File: src/rtl/pc_trace_buffer_if.sv
// rtl/pc_trace_buffer_if.sv - control, status and read-port bundle for pc_trace_buffer
interface pc_trace_buffer_if #(
  parameter int PC_WIDTH    = 32,
  parameter int DEPTH       = 16,
  parameter int STAMP_WIDTH = 16
);
  localparam int AW = $clog2(DEPTH);

  logic                   arm;
  logic [PC_WIDTH-1:0]    pc;
  logic                   pc_valid;
  logic                   trig_en;
  logic [PC_WIDTH-1:0]    trig_pc;
  logic [AW-1:0]          post_cnt;
  logic [1:0]             state;
  logic                   triggered;
  logic                   done;
  logic [AW:0]            count;
  logic [AW-1:0]          rd_idx;
  logic [PC_WIDTH-1:0]    rd_pc;
  logic [STAMP_WIDTH-1:0] rd_stamp;

  modport master (
    output arm, pc, pc_valid, trig_en, trig_pc, post_cnt, rd_idx,
    input  state, triggered, done, count, rd_pc, rd_stamp
  );

  modport slave (
    input  arm, pc, pc_valid, trig_en, trig_pc, post_cnt, rd_idx,
    output state, triggered, done, count, rd_pc, rd_stamp
  );
endinterface

File: src/rtl/pc_trace_buffer.sv
// rtl/pc_trace_buffer.sv - PC history ring buffer with trigger and post-trigger window
// Entries are {pc, stamp}; reads are combinational and indexed oldest-first.
module pc_trace_buffer #(
  parameter int PC_WIDTH    = 32,
  parameter int DEPTH       = 16,
  parameter int STAMP_WIDTH = 16,
  parameter bit DEDUP       = 1'b1
) (
  input  logic             clk,
  input  logic             rst,
  pc_trace_buffer_if.slave bus
);
  localparam int AW = $clog2(DEPTH);
  localparam logic [AW:0] FULL = (AW+1)'(DEPTH);

  typedef enum logic [1:0] {
    S_IDLE    = 2'b00,
    S_CAPTURE = 2'b01,
    S_POST    = 2'b10,
    S_DONE    = 2'b11
  } state_t;

  state_t                 r_state;
  state_t                 w_state_nxt;
  logic [AW-1:0]          r_wptr;
  logic [AW:0]            r_count;
  logic [STAMP_WIDTH-1:0] r_stamp;
  logic                   r_triggered;
  logic [PC_WIDTH-1:0]    r_last_pc;
  logic                   r_last_vld;
  logic [AW-1:0]          r_remaining;

  logic [PC_WIDTH-1:0]    r_ring_pc    [DEPTH];
  logic [STAMP_WIDTH-1:0] r_ring_stamp [DEPTH];

  logic                   w_active;
  logic                   w_new_pc;
  logic                   w_write;
  logic                   w_trig_hit;
  logic [AW-1:0]          w_rd_phys;
  logic                   w_rd_ok;

  always_comb begin
    w_active    = (r_state == S_CAPTURE) || (r_state == S_POST);
    w_new_pc    = !DEDUP || !r_last_vld || (bus.pc != r_last_pc);
    w_write     = !bus.arm && w_active && bus.pc_valid && w_new_pc;
    w_trig_hit  = w_write && (r_state == S_CAPTURE) && bus.trig_en &&
                  (bus.pc == bus.trig_pc);
    w_state_nxt = r_state;
    if (bus.arm) begin
      w_state_nxt = S_CAPTURE;
    end else begin
      case (r_state)
        S_CAPTURE: if (w_trig_hit)
                     w_state_nxt = (r_remaining == '0) ? S_DONE : S_POST;
        // remaining counts post-trigger writes still owed; the last one closes the window
        S_POST:    if (w_write && (r_remaining == AW'(1)))
                     w_state_nxt = S_DONE;
        default:   w_state_nxt = r_state;
      endcase
    end
  end

  always_ff @(posedge clk or posedge rst) begin
    if (rst) r_state <= S_IDLE;
    else     r_state <= w_state_nxt;
  end

  always_ff @(posedge clk or posedge rst) begin
    if (rst) begin
      r_wptr      <= '0;
      r_count     <= '0;
      r_stamp     <= '0;
      r_triggered <= 1'b0;
      r_last_pc   <= '0;
      r_last_vld  <= 1'b0;
      r_remaining <= '0;
    end else if (bus.arm) begin
      r_wptr      <= '0;
      r_count     <= '0;
      r_stamp     <= '0;
      r_triggered <= 1'b0;
      r_last_vld  <= 1'b0;
      r_remaining <= bus.post_cnt;
    end else begin
      if (w_active) r_stamp <= r_stamp + STAMP_WIDTH'(1);
      if (w_write) begin
        r_wptr     <= r_wptr + AW'(1);
        r_last_pc  <= bus.pc;
        r_last_vld <= 1'b1;
        if (r_count != FULL)     r_count     <= r_count + (AW+1)'(1);
        if (r_state == S_POST)   r_remaining <= r_remaining - AW'(1);
      end
      if (w_trig_hit) r_triggered <= 1'b1;
    end
  end

  // Ring storage carries no reset: entries beyond count are never exposed.
  always_ff @(posedge clk) begin
    if (w_write) begin
      r_ring_pc[r_wptr]    <= bus.pc;
      r_ring_stamp[r_wptr] <= r_stamp;
    end
  end

  // At saturation count[AW-1:0] is zero, so the oldest entry sits at wptr.
  assign w_rd_phys = r_wptr - r_count[AW-1:0] + bus.rd_idx;
  assign w_rd_ok   = {1'b0, bus.rd_idx} < r_count;

  assign bus.state     = r_state;
  assign bus.triggered = r_triggered;
  assign bus.done      = (r_state == S_DONE);
  assign bus.count     = r_count;
  assign bus.rd_pc     = w_rd_ok ? r_ring_pc[w_rd_phys]    : '0;
  assign bus.rd_stamp  = w_rd_ok ? r_ring_stamp[w_rd_phys] : '0;
endmodule

File: src/flat_wrapper.sv
// flat-port wrapper written by rule: the top's interface ports become plain ports
module pc_trace_buffer_flat 
#(
  parameter int PC_WIDTH    = 32,
  parameter int DEPTH       = 16,
  parameter int STAMP_WIDTH = 16,
  parameter bit DEDUP       = 1'b1
)
  (clk, rst, bus_arm, bus_pc, bus_pc_valid, bus_trig_en, bus_trig_pc, bus_post_cnt, bus_rd_idx, bus_state, bus_triggered, bus_done, bus_count, bus_rd_pc, bus_rd_stamp);
  pc_trace_buffer_if #(.PC_WIDTH(PC_WIDTH), .DEPTH(DEPTH), .STAMP_WIDTH(STAMP_WIDTH)) bus_i ();
  input  logic clk;
  input  logic rst;
  input wire logic [$bits(bus_i.arm)-1:0] bus_arm;
  input wire logic [$bits(bus_i.pc)-1:0] bus_pc;
  input wire logic [$bits(bus_i.pc_valid)-1:0] bus_pc_valid;
  input wire logic [$bits(bus_i.trig_en)-1:0] bus_trig_en;
  input wire logic [$bits(bus_i.trig_pc)-1:0] bus_trig_pc;
  input wire logic [$bits(bus_i.post_cnt)-1:0] bus_post_cnt;
  input wire logic [$bits(bus_i.rd_idx)-1:0] bus_rd_idx;
  output wire logic [$bits(bus_i.state)-1:0] bus_state;
  output wire logic [$bits(bus_i.triggered)-1:0] bus_triggered;
  output wire logic [$bits(bus_i.done)-1:0] bus_done;
  output wire logic [$bits(bus_i.count)-1:0] bus_count;
  output wire logic [$bits(bus_i.rd_pc)-1:0] bus_rd_pc;
  output wire logic [$bits(bus_i.rd_stamp)-1:0] bus_rd_stamp;
  assign bus_i.arm = bus_arm;
  assign bus_i.pc = bus_pc;
  assign bus_i.pc_valid = bus_pc_valid;
  assign bus_i.trig_en = bus_trig_en;
  assign bus_i.trig_pc = bus_trig_pc;
  assign bus_i.post_cnt = bus_post_cnt;
  assign bus_i.rd_idx = bus_rd_idx;
  assign bus_state = bus_i.state;
  assign bus_triggered = bus_i.triggered;
  assign bus_done = bus_i.done;
  assign bus_count = bus_i.count;
  assign bus_rd_pc = bus_i.rd_pc;
  assign bus_rd_stamp = bus_i.rd_stamp;
  pc_trace_buffer #(.PC_WIDTH(PC_WIDTH), .DEPTH(DEPTH), .STAMP_WIDTH(STAMP_WIDTH), .DEDUP(DEDUP)) u_core (.clk(clk), .rst(rst), .bus(bus_i));
endmodule
File: config.mk
export PLATFORM = sky130hd
export DESIGN_NAME = pc_trace_buffer_flat
export DESIGN_NICKNAME = d
export VERILOG_FILES = /design/src/rtl/pc_trace_buffer_if.sv /design/src/rtl/pc_trace_buffer.sv /design/src/flat_wrapper.sv
export SDC_FILE = /design/constraint.sdc
export NUM_CORES = 1
export LEC_CHECK = 0
export BUFFER_PORTS_ARGS = -buffer_cell sky130_fd_sc_hd__buf_4
export CORE_MARGIN = 2
export CORE_UTILIZATION = 45
export CTS_CLUSTER_DIAMETER = 100
export DETAILED_ROUTE_END_ITERATION = 6
export GPL_TIMING_DRIVEN = 1
export PLACE_DENSITY = 0.71
export RECOVER_POWER = 25
export SYNTH_ARGS = -nofsm -noshare
export SYNTH_HDL_FRONTEND = slang
export SYNTH_SLANG_ARGS = --single-unit
File: constraint.sdc
create_clock -name clk -period 6.9 [get_ports clk]
set_clock_uncertainty 0.2 [all_clocks]
set_input_delay 1.38 -clock clk [delete_from_list [all_inputs] [get_ports clk]]
set_output_delay 1.38 -clock clk [all_outputs]
set_load 0.02 [all_outputs]
After elaboration in Yosys (flattened, before gate mapping)
Memories as Yosys holds them, arrays and structs flattened.
Cells that the tools add are included.
Widths: inputs -> output; s select.
{ "word_totals": {"word_cells": 72, "ram_bits": 768, "in_bits": 77, "output_inout_bits": 57, "mem_count": 2, "register_bits": 65} }
{ "op_classes": {"n_lt_le_gt_ge": 1, "addsub": 6, "muxes": 23, "eq_ne": 9, "bitwise": 1, "n_reduce_logical": 22} }
{ "memory_table": {"columns": ["memory", "words", "word_bits", "rd", "rd_clocked_by_memory_dff", "write_ports", "line", "source"], "rows": [
  ["u_core.r_ring_pc", 16, 32, 1, 0, 1, "pc_trace_buffer.sv:33", "logic [PC_WIDTH-1:0] r_ring_pc [DEPTH];"],
  ["u_core.r_ring_stamp", 16, 16, 1, 0, 1, "pc_trace_buffer.sv:34", "logic [STAMP_WIDTH-1:0] r_ring_stamp [DEPTH];"]
]} }
{ "ops": {"columns": ["operator", "count"], "rows": [
  ["$mux 16", 3],
  ["$eq 32x32->1", 1],
  ["$mux 32", 1],
  ["$ne 32x32->1", 1],
  ["$mux 4", 5],
  ["$add 16x1->16 const B", 1],
  ["$mux 5", 3],
  ["$reduce_bool 2->1", 5],
  ["$logic_and 1x1->1", 7],
  ["$mux 1", 7],
  ["$mux 2", 3],
  ["$reduce_and 2->1", 3],
  ["$add 5x1->5 const B", 1],
  ["$lt 4x5->1", 1],
  ["$ne 5x5->1 const B", 1],
  ["$add 4x1->4 const B", 1],
  ["$add 4x4->4", 1],
  ["$eq 2x2->1 const B", 2],
  ["$eq 4x1->1 const B", 1],
  ["$logic_not 4->1", 1],
  ["$pmux 2 s2", 1],
  ["$sub 4x1->4 const B", 1],
  ["$sub 4x4->4", 1],
  ["$ne 3x2->1 const B", 1],
  ["other kinds (7)", 9]
]} }

Logic depth before layout (Yosys ltp)
{ "depth": {"word_depth": 11, "mapped_depth": 11, "depth_no_buf": 10} }

Worst setup path after synthesis
Ideal clock, no wire load.
{ "synth_timing": {"path_kind": "input -> register", "start": "input port bus_pc[6]", "end": "memory u_core.r_ring_pc[2][0], enable pin", "required_time_ps": 6110, "arrival_time_ps": 7094, "n_path_buf": 1, "cell_stages": 6, "setup_ps": 590, "slack_ps": -984, "path_cell_list": "xor2_1 nor4_2 nand4_2 o31ai_4 buf_6 nor4b_1"} }
{ "synth_via": {"elab_chain_cells": 5} }
{ "synth_rtl": {"columns": ["item", "line", "source"], "rows": [
  ["start: declaration", "flat_wrapper.sv:14", "input wire logic [$bits(bus_i.pc)-1:0] bus_pc;"],
  ["$ne 32x32->1", "pc_trace_buffer.sv:45", "w_new_pc = !DEDUP || !r_last_vld || (bus.pc != r_last_pc);"],
  ["$logic_or 1x1->1", "pc_trace_buffer.sv:45", null],
  ["$logic_and 1x1->1", "pc_trace_buffer.sv:46", "w_write = !bus.arm && w_active && bus.pc_valid && w_new_pc;"],
  ["$mux 1", "pc_trace_buffer.sv:100", "if (w_write) begin"],
  ["$mux 1 (implied by the code)", "pc_trace_buffer.sv:101", "r_ring_pc[r_wptr] <= bus.pc;"],
  ["end: declaration", "pc_trace_buffer.sv:33", null]
]} }
No other way between the ends.

Worst setup path in the final report
{ "layout_timing": {"start": "input port bus_rd_idx[1]", "end": "output port bus_rd_pc[16]"} }
{ "layout_via": {"elab_chain_cells": 3, "elab_cells_between_ends": 4, "cone_classes": "add/sub: 1; order compare: 1; mux: 1; memory: 1"} }
{ "layout_rtl": {"columns": ["item", "line", "source"], "rows": [
  ["start: declaration", "flat_wrapper.sv:19", "input wire logic [$bits(bus_i.rd_idx)-1:0] bus_rd_idx;"],
  ["$add 4x4->4", "pc_trace_buffer.sv:107", "assign w_rd_phys = r_wptr - r_count[AW-1:0] + bus.rd_idx;"],
  ["$mem_v2 16x32", null, null],
  ["$mux 32 (*)", "pc_trace_buffer.sv:114", "assign bus.rd_pc = w_rd_ok ? r_ring_pc[w_rd_phys] : '0;"],
  ["end: declaration", "flat_wrapper.sv:24", "output wire logic [$bits(bus_i.rd_pc)-1:0] bus_rd_pc;"]
]} }
Every way passes the cells marked *; elsewhere a longest branch is shown, timed or not.

==> results.yml <==
die:
  ios: 134
  die_area_um2: 76500
  die_w_um: 277
  chipHeight_um: 277
  num_rows: 99
  start_util_pct: 45.6
  core_area_um2: 73200
clock_network:
  cts_buffers: 83
  cts_tree: "yes"
  cts_root_buffer: "clkbuf_16"
  cts_max_path_buffers: 3
  clkLatencyLatePin_ns: 0.65
  post_cts_buffers: 0
  cts_max_level: 3
  cts-hold-fix-buffers: 0
  cts_resized: 0
  clkTransAtPathRegs_ns: 0.06
  cts_sinks: 833
routing:
  drc: 0
  via_per_inst: 5.86
  first_pass_iters: 5
  wire_per_inst_um: 26.3
  ant_nets: 0
  vias: 16600
  routed_wl_mm: 74.6
  drtIter0Drc: 1725
flow_run:
  cap_violations: 0
sta:
  worst_pin_slew_ns: 1.09
  grt_setup_unrepaired: "false"
  hold_violations: 0
  min_period_ns: 6.30
  maxSlewViolCount: 0
  max_clock_freq_mhz: 159
  setup_viol_count_final: 0
  layout_setup_ws_ns: 0.600
  whs_ns: 0.316
  period_share_pct: 91.3
  slew_headroom_pct: 27.3
  tns_ns: 0
place:
  portBuffers: 133
  dpl.cell_count: 2682
  place_hpwl_mm: 40.7
  place_congestion: 0.726
  pre_cts_ws_ns: 0.568
  placed_cell_area_um2: 35900
synthesis:
  synth_nets: 1719
  synth_warnings: 0
  synth_top_area_share_pct: 69.0
  dominantRegCellSynth: "edfxtp_1"
  ys_seq_area_share_pct: 73.9
  avgSynthCellArea_um2: 20.6
  yosys-top-cells-count: "edfxtp_1 (768), mux4_2 (192), a211oi_1 (96)"
  synth_edf_count: 768
  synthDistinctLibCells: 50
  synthCells: 1620
  synthArstFlopShare_pct: 7.80
  syn_area_um2: 33400
  yosysTopAreaCell: "edfxtp_1"
  synth_area_leaders: "edfxtp_1 (69%), mux4_2 (13%), dfrtp_1 (4.9%)"
  synth_seq_cells: 833
  synth_most_common_cell: "edfxtp_1"
pwr:
  finalPower_mw: 12.7
  p_int_mw: 9.41
  swShare_pct: 26.1
  power.density_nw_per_um2: 330
  leakagePower_nw: 12.8
  switchingPower_mw: 3.32
  seqPwrFrac_pct: 44.0
  vdd_ir_drop_max_mv: 0.222
  p_clk_share_pct: 35.5
  combPwrFrac_pct: 20.5
layout:
  nFillCells: 5552
  drive_gt1_share_pct: 28.6
  antenna_cells: 0
  area_delta_synth_final_pct: 15.4
  utilization_pct: 52.7
  nets: 1907
  fin_cells: 2834
  finish.instance_area_um2: 38600
global_routing:
  grt_pass1_vias: 17200
  antenna_found_initial: 1
  track_usage_pct: 19.7
  grt_pass1_wl_mm: 112
  grt_max_degree: 66
  grt.overflow.total: 0
critical_path:
  start_kind: "input port"
  path_max_fanout: 34
  crit_path_end_kind: "primary output"
  crit_arrival_ns: 4.72
  path_class: "input port to primary output"
  cp_data_required_time_ns: 5.32
min_path:
  hp-class: "register to register"
run_status:
  status: "finished, final reports clean"
[per-layer routing]
| metal | routed length (um) | global-route usage, % | vias up | share of wire [%] |
|---|---|---|---|---|
| met5 | 0 | 0 | - | 0 |
| met4 | 1460 | 5.81 | 0 | 2.0 |
| met3 | 5380 | 3.71 | 112 | 7.2 |
| met2 | 36800 | 32.2 | 576 | 49 |
| met1 | 30900 | 27.2 | 8887 | 41 |
| li1 | - | - | 7035 | - |
[worst max-delay path: stages]
cell and delay [ns]:
buf_4 0.09, inv_1 0.05, fa_1 0.50, inv_1 0.07, fa_4 1.18, buf_12 0.30
mux4_2 0.32, nor2b_1 0.14, a211oi_1 0.25, a211oi_1 0.12, buf_4 0.22
[cell usage in the layout, fill, tap and decap left out, types with 12 or more instances in the layout]
| master | netlist | routed |
|---|---|---|
| xnor2_1 | 16 | 16 |
| dfrtp_1 | 65 | 65 |
| xor2_1 | 65 | 64 |
| a21oi_1 | 12 | 12 |
| edfxtp_1 | 768 | 768 |
| mux2_2 | 25 | 25 |
| nor2b_1 | 51 | 51 |
| ha_1 | 19 | 18 |
| buf_4 | 4 | 154 |
| clkbuf_1 | 42 | 37 |
| clkinv_1 | 0 | 14 |
| a211oi_1 | 96 | 96 |
| inv_1 | 25 | 24 |
| buf_12 | 0 | 15 |
| nor2_1 | 31 | 30 |
| mux4_2 | 192 | 192 |
| clkbuf_16 | 0 | 83 |
| mux2i_1 | 52 | 52 |
[path summary, 6_finish.rpt]
check / start / to / slack, ns / cells after the start
max: bus_rd_idx[1] / bus_rd_pc[16] / 0.60 / 11
min: u_core.r_last_pc[17]$_DFFE_PP0P_ / u_core.r_last_pc[17]$_DFFE_PP0P_ / 0.32 / 1
max reg2reg: u_core.r_last_pc[24]$_DFFE_PP0P_ / u_core.r_ring_pc[3][13]$_DFFE_PP_ / 3.11 / 7
min reg2reg: u_core.r_last_pc[17]$_DFFE_PP0P_ / u_core.r_last_pc[17]$_DFFE_PP0P_ / 0.32 / 1
max in group asynchronous: rst / u_core.bus.triggered$_DFFE_PP0P_ / 5.08 / 3
min in group asynchronous: rst / u_core.r_last_pc[10]$_DFFE_PP0P_ / 0.86 / 3
[power by group through the flow]
stage | Combinational, mW | Sequential [mW] | Clock [mW]
2_1_floorplan | 1.78 | 5.71 | 0
3_3_place_gp | 2.63 | 5.71 | 0
3_5_place_dp | 2.66 | 5.71 | 0
4_1_cts | 2.67 | 5.61 | 4.59
5_1_grt | 2.80 | 5.61 | 4.80
6_report | 2.61 | 5.61 | 4.51
[flip-flops by register name, summed over array words and instances (netlist names)]
register              cells
u_core.bus.count          5
u_core.r_wptr             4
u_core.r_last_vld         1
u_core.bus.triggered      1
u_core.r_last_pc         32
u_core.r_remaining        4
u_core.r_ring_stamp     256
u_core.r_stamp           16
u_core.r_ring_pc        512
u_core.bus.state          2
[area by class of cell]
type,instances,area [um2],area share (%)
Sequential cell,833,24700,64.0
Multi-Input combinational cell,678,8320,21.6
Clock buffer,110,2250,5.83
Timing Repair Buffer,186,1520,3.94
Tap cell,959,1200,3.11
Clock inverter,42,497,1.29
Inverter,26,98.8,0.256
[cell families (layout without fill, tap and decap cells)]
group / count (synthesis) / after routing / synth area share [%]
buffers and inverters: 109 / 364 / 1.57
multiplexers: 278 / 278 / 15.6
AND/OR/NAND/NOR: 164 / 164 / 2.90
AO/OA/AOI/OAI: 132 / 132 / 2.95
adder cells (fa/ha/maj): 22 / 22 / 0.891
flip-flops: 833 / 833 / 73.9
XOR/XNOR: 82 / 82 / 2.17
Power figures use the tool's default switching activity.
